==> src/rtl/lcd_controller.sv <==
// Sequencer for a 4x16 HD44780-style display: power-on init, then whole-screen refresh.
// Every bus transfer runs SETUP -> PULSE -> HOLD -> WAIT; all pin outputs are registered.

module lcd_controller #(
    parameter int SETUP_CYC = 2,
    parameter int EN_CYC    = 4,
    parameter int CMD_WAIT  = 40,
    parameter int CLR_WAIT  = 1600
) (
    input  logic                  clk,
    input  logic                  rst_l,
    input  logic [3:0][15:0][7:0] frame,
    input  logic                  frame_valid,
    output logic                  frame_ready,
    output logic                  busy,
    output logic                  lcd_enable_l,
    output logic                  lcd_rs,
    output logic                  lcd_rw,
    output logic [7:0]            lcd_bus
);

    localparam int MAX_A   = (SETUP_CYC > EN_CYC) ? SETUP_CYC : EN_CYC;
    localparam int MAX_B   = (CMD_WAIT > CLR_WAIT) ? CMD_WAIT : CLR_WAIT;
    localparam int MAX_CYC = (MAX_A > MAX_B) ? MAX_A : MAX_B;
    localparam int CNT_W   = $clog2(MAX_CYC + 1);

    localparam logic [CNT_W-1:0] SETUP_LAST = CNT_W'(SETUP_CYC - 1);
    localparam logic [CNT_W-1:0] EN_LAST    = CNT_W'(EN_CYC - 1);
    localparam logic [CNT_W-1:0] CMD_LAST   = CNT_W'(CMD_WAIT - 1);
    localparam logic [CNT_W-1:0] CLR_LAST   = CNT_W'(CLR_WAIT - 1);

    typedef enum logic [1:0] {
        INIT,
        IDLE,
        XFER_ADDR,
        XFER_DATA
    } state_t;

    // PH_NONE marks "no transfer in flight": the next edge either launches one or waits for a frame.
    typedef enum logic [2:0] {
        PH_NONE,
        PH_SETUP,
        PH_PULSE,
        PH_HOLD,
        PH_WAIT
    } phase_t;

    state_t                  state, state_nxt;
    phase_t                  phase, phase_nxt;
    logic [CNT_W-1:0]        cnt, cnt_nxt;
    logic [CNT_W-1:0]        wait_last;
    logic [1:0]              row, row_nxt;
    logic [3:0]              col, col_nxt;
    logic [1:0]              init_idx, idx_nxt;
    logic [3:0][15:0][7:0]   shadow;
    logic                    en_nxt;
    logic                    ready_nxt;
    logic                    busy_nxt;
    logic                    capture;
    logic                    launch;
    logic [7:0]              launch_byte;

    function automatic logic [7:0] row_base(input logic [1:0] r);
        logic [7:0] b;
        case (r)
            2'd0:    b = 8'h00;
            2'd1:    b = 8'h40;
            2'd2:    b = 8'h10;
            default: b = 8'h50;
        endcase
        return b;
    endfunction

    assign lcd_rw = 1'b0;

    // Only the clear command gets the long settle time.
    assign wait_last = (state == INIT && init_idx == 2'd3) ? CLR_LAST : CMD_LAST;

    always_comb begin
        state_nxt = state;
        phase_nxt = phase;
        cnt_nxt   = cnt;
        row_nxt   = row;
        col_nxt   = col;
        idx_nxt   = init_idx;
        en_nxt    = lcd_enable_l;
        ready_nxt = frame_ready;
        busy_nxt  = busy;
        capture   = 1'b0;
        launch    = 1'b0;

        case (phase)
            PH_NONE: begin
                if (state == IDLE) begin
                    if (frame_valid && frame_ready) begin
                        capture   = 1'b1;
                        state_nxt = XFER_ADDR;
                        row_nxt   = 2'd0;
                        col_nxt   = 4'd0;
                        ready_nxt = 1'b0;
                        busy_nxt  = 1'b1;
                    end
                end else begin
                    launch = 1'b1;
                end
            end
            PH_SETUP: begin
                if (cnt == SETUP_LAST) begin
                    phase_nxt = PH_PULSE;
                    cnt_nxt   = '0;
                    en_nxt    = 1'b0;
                end else begin
                    cnt_nxt = cnt + 1'b1;
                end
            end
            PH_PULSE: begin
                if (cnt == EN_LAST) begin
                    phase_nxt = PH_HOLD;
                    cnt_nxt   = '0;
                    en_nxt    = 1'b1;
                end else begin
                    cnt_nxt = cnt + 1'b1;
                end
            end
            PH_HOLD: begin
                phase_nxt = PH_WAIT;
                cnt_nxt   = '0;
            end
            PH_WAIT: begin
                if (cnt == wait_last) begin
                    launch = 1'b1;
                    case (state)
                        INIT: begin
                            if (init_idx == 2'd3) begin
                                launch    = 1'b0;
                                state_nxt = IDLE;
                                phase_nxt = PH_NONE;
                                cnt_nxt   = '0;
                                ready_nxt = 1'b1;
                                busy_nxt  = 1'b0;
                            end else begin
                                idx_nxt = init_idx + 1'b1;
                            end
                        end
                        XFER_ADDR: begin
                            state_nxt = XFER_DATA;
                            col_nxt   = 4'd0;
                        end
                        XFER_DATA: begin
                            // Explicit last-cell compare ends the frame; counter wrap is never relied on.
                            if (row == 2'd3 && col == 4'd15) begin
                                launch    = 1'b0;
                                state_nxt = IDLE;
                                phase_nxt = PH_NONE;
                                cnt_nxt   = '0;
                                ready_nxt = 1'b1;
                                busy_nxt  = 1'b0;
                            end else if (col == 4'd15) begin
                                state_nxt = XFER_ADDR;
                                row_nxt   = row + 1'b1;
                                col_nxt   = 4'd0;
                            end else begin
                                col_nxt = col + 1'b1;
                            end
                        end
                        default: launch = 1'b0;
                    endcase
                end else begin
                    cnt_nxt = cnt + 1'b1;
                end
            end
            default: phase_nxt = PH_NONE;
        endcase

        if (launch) begin
            phase_nxt = PH_SETUP;
            cnt_nxt   = '0;
            en_nxt    = 1'b1;
        end
    end

    always_comb begin
        launch_byte = 8'h00;
        case (state_nxt)
            INIT: begin
                case (idx_nxt)
                    2'd0:    launch_byte = 8'h38;
                    2'd1:    launch_byte = 8'h0C;
                    2'd2:    launch_byte = 8'h06;
                    default: launch_byte = 8'h01;
                endcase
            end
            XFER_ADDR: launch_byte = 8'h80 | row_base(row_nxt);
            XFER_DATA: launch_byte = shadow[row_nxt][col_nxt];
            default:   launch_byte = 8'h00;
        endcase
    end

    // RS and bus only ever load at SETUP start, so they stay frozen through PULSE and HOLD.
    always_ff @(posedge clk or negedge rst_l) begin
        if (!rst_l) begin
            state        <= INIT;
            phase        <= PH_NONE;
            cnt          <= '0;
            row          <= 2'd0;
            col          <= 4'd0;
            init_idx     <= 2'd0;
            shadow       <= '0;
            lcd_enable_l <= 1'b1;
            lcd_rs       <= 1'b0;
            lcd_bus      <= 8'h00;
            frame_ready  <= 1'b0;
            busy         <= 1'b1;
        end else begin
            state        <= state_nxt;
            phase        <= phase_nxt;
            cnt          <= cnt_nxt;
            row          <= row_nxt;
            col          <= col_nxt;
            init_idx     <= idx_nxt;
            lcd_enable_l <= en_nxt;
            frame_ready  <= ready_nxt;
            busy         <= busy_nxt;
            if (capture) begin
                shadow <= frame;
            end
            if (launch) begin
                lcd_rs  <= (state_nxt == XFER_DATA);
                lcd_bus <= launch_byte;
            end
        end
    end

endmodule
==> config.mk <==
export PLATFORM = sky130hd
export DESIGN_NAME = lcd_controller
export DESIGN_NICKNAME = d
export VERILOG_FILES = /design/src/rtl/lcd_controller.sv
export SDC_FILE = /design/constraint.sdc
export NUM_CORES = 2
export LEC_CHECK = 0
export CORE_UTILIZATION = 50
export DETAILED_ROUTE_END_ITERATION = 6
export GPL_ROUTABILITY_DRIVEN = 0
export PLACE_DENSITY = 0.77
export RECOVER_POWER = 25
export SYNTH_ARGS = -nofsm -noshare
export SYNTH_HDL_FRONTEND = slang
export SYNTH_SLANG_ARGS = --single-unit
==> constraint.sdc <==
create_clock -name clk -period 9.5 [get_ports clk]
set_input_delay 1.9 -clock clk [delete_from_list [all_inputs] [get_ports clk]]
set_output_delay 1.9 -clock clk [all_outputs]
set_load 0.05 [all_outputs]
==> results.cfg <==
[yosys]
yosys_warnings = 0
yosysSeqAreaShare = 0.511
synth_seq_cells = 548
synth-edff-count = 0
syn-num-nets = 3981
ys.flop_type = dfrtp_1
synth.distinct_cells = 77
synth_area_um2 = 26800
syn_area_per_cell_um2 = 7.76
async_reset_ff_frac = 1.00
syn_inst = 3458

[final_layout]
drive_above_1_share = 0.0385
area_growth_pct = 27.4
stdcell_count = 4575
nets = 4356

[sta]
report.final.slew_viol_count = 238
hold_violations = 0
rsz0062_at_grt = no
tightest_slew_ns = 4.30
setup_viol = 0
slew_headroom = -1.87
clock_skew_ns = 0.0161
finalSetupTns_ns = 0
period_minus_slack_ns = 6.14
fin_crit_sh = 0.646
fmax_ghz = 0.163
whs_ns = 0.460

[die]
fp.dieW_um = 234
die-area_um2 = 54600
core.rowCount = 84
core-area_um2 = 52800
ioPinCount = 528
dieHeight_um = 234
start_util = 0.508

[clock_tree]
htree_levels = 2
cts_made_buffers = 56
root_buffer = clkbuf_16
postCtsResizedCells = 0
cts_sinks = 548
ctsLongestPathBuffers = 3
cts_tree = built
path_clk_slew_ns = 0.06
postCtsSetupRepairBufs = 0
cts_hold_buf = 0
insertion_delay_ns = 0.63

[drt]
route.detailed.drc = 92
first_iter_violations = 4159
vias = 26867
via_per_inst = 5.87
drtAntennaViolNets = 0
wl_um = 105000
drtPass1Iterations = 7
wl_per_cell_um = 22.9

[power]
power_density_nw_per_um2 = 142
p_leak_nw = 16.9
max-vdd-ir-drop_mv = 0.137
total_power_mw = 4.85

[worst_setup_path]
crit_path_end_kind = register
critPathArrivalTime_ns = 6.65
worstSetupPathType = input pin to register
r2r-start = phase[2]$_DFFE_PN0P_
crit_required_ns = 10.01
critPathLaunchType = input pin
crit_fanout = 186
crit_start = frame_valid

[outcome]
violations = design-rule violations, max-capacitance violations, max-slew violations
status = complete, but fails checks

[grt]
grt_usage = 0.382
grt_max_degree = 250
grt_pass1_vias = 25287
grt_pass1_wl_um = 155000
grt_antenna_before_repair = 14
grt.overflow.total = 0

[hold_path]
hp-start = shadow[57]$_DFFE_PN0P_
hold_path_class = register to register

[job]
maxCapViolCount = 2

[placed_design]
placed_cells = 4463
port_buffers = 526
dp_hpwl_um = 74800
synthesized netlist by cell type, drive strengths merged (3+ instances only):
library cell / n / area [um2]
nor2: 61 / 249
o21a: 3 / 22.5
buf: 56 / 278
o41ai: 3 / 26.3
a211o: 7 / 61.3
dfrtp: 546 / 13700
mux2i: 36 / 373
a311oi: 17 / 149
nor3: 15 / 75.1
and2: 6 / 37.5
a21oi: 62 / 310
mux2: 10 / 116
a32oi: 15 / 131
a32o: 4 / 40.0
nor4: 5 / 37.5
o22ai: 6 / 37.5
a41oi: 5 / 43.8
a2111oi: 8 / 70.1
or4: 3 / 26.3
inv: 13 / 48.8
nand3: 166 / 831
nand2: 1904 / 7150
or3: 7 / 43.8
a211oi: 28 / 210
o21ai: 50 / 250
o211a: 3 / 30.0
nand2b: 8 / 50.1
a22oi: 17 / 128
o31ai: 6 / 58.8
ha: 8 / 100
and4: 8 / 70.1
o32a: 5 / 50.1
a22o: 4 / 35.0
nand4: 16 / 100
a31oi: 60 / 375
and3: 38 / 238
nor2b: 4 / 25.0
clkbuf: 181 / 679
o211ai: 4 / 30.0
xor2: 4 / 35.0
a41o: 4 / 40.0
a221oi: 24 / 210
a31o: 3 / 26.3
layout make-up:
| class | instances | area, um2 |
|---|---|---|
| Clock buffer | 81 | 1670 |
| Fill cell | 4473 | 18600 |
| Antenna cell | 14 | 35.0 |
| Clock inverter | 17 | 173 |
| Tap cell | 688 | 861 |
| Inverter | 14 | 62.6 |
| Sequential cell | 548 | 13700 |
| Timing Repair Buffer | 554 | 5520 |
| Multi-Input combinational cell | 2659 | 12100 |
metrics by stage:
stage,setup WS [ns],area (um2),util
6_report,3.36,34200,0.648
4_1_cts,3.49,34200,0.648
2_1_floorplan,5.04,26800,-
3_5_place_dp,2.85,32300,0.613
5_1_grt,2.58,34200,0.647
3_3_place_gp,2.96,32300,0.613
worst max-delay path: stages:
cell and delay (ns):
clkdlybuf4s50_1 0.47, nand3_1 0.16, nor3_2 0.49, buf_12 0.60, nor3_1 0.25, nor2_4 0.57
buf_4 0.88, a31oi_1 0.17, a22oi_1 0.40, a22o_1 0.21, a31oi_1 0.13, o32a_1 0.37
layer usage:
metal | part of all wire | global-route usage | wire length [um]
met5 | 0.00022 | 0 | 23
met2 | 0.44 | 0.569 | 46000
met1 | 0.38 | 0.501 | 39700
met4 | 0.065 | 0.220 | 6830
met3 | 0.12 | 0.104 | 12300
flip-flops by register name (all words and copies together), names as in the netlist, 2 cells and up:
name      cells
shadow      512
cnt          11
lcd_bus       8
col           4
phase         3
init_idx      2
row           2
state         2
where the power goes:
group          switching (mW)  internal (mW)  leakage (nW)  total (mW)
logic                  0.0849          0.187          8.39       0.272
clock network           0.959           1.29         0.899        2.25
registers                   0           2.33          7.62        2.33
total                    1.04           3.81          16.9        4.85
layout by cell type, fill, tap and decap left out, drive strengths merged, types with 17 or more instances in the layout:
cell,count
a211oi,28
mux2i,36
a31oi,60
clkdlybuf4s50,525
dfrtp,546
a221oi,24
clkbuf,85
nand3,166
nor2,61
a311oi,17
a21oi,62
buf,25
o21ai,50
nand2,1904
and3,38
a22oi,17
path summary, 6_finish.rpt:
path                                                 to  slack [ns]  cells past startpoint
min in group asynchronous       shadow[463]$_DFFE_PN0P_        1.33                      1
worst max register to register   lcd_bus[0]$_DFFE_PN0P_        3.65                     11
worst min register to register   shadow[57]$_DFFE_PN0P_        0.46                      2
max in group asynchronous       shadow[261]$_DFFE_PN0P_        3.48                      2
worst max-delay path             lcd_bus[2]$_DFFE_PN0P_        3.36                     12
worst min-delay path             shadow[57]$_DFFE_PN0P_        0.46                      2
logic make-up (layout without fill, tap and decap cells):
family / Yosys count / after routing / synth area share
buffers and inverters: 251 / 666 / 0.0377
AND/OR/NAND/NOR: 2247 / 2247 / 0.335
AO/OA/AOI/OAI: 350 / 350 / 0.0910
XOR/XNOR: 6 / 6 / 0.00196
other: 1 / 15 / 0.000140
adder cells (fa/ha/maj): 8 / 8 / 0.00373
multiplexers: 47 / 47 / 0.0191
flip-flops: 548 / 548 / 0.511
Note: power is estimated with default switching activity, not from simulation.
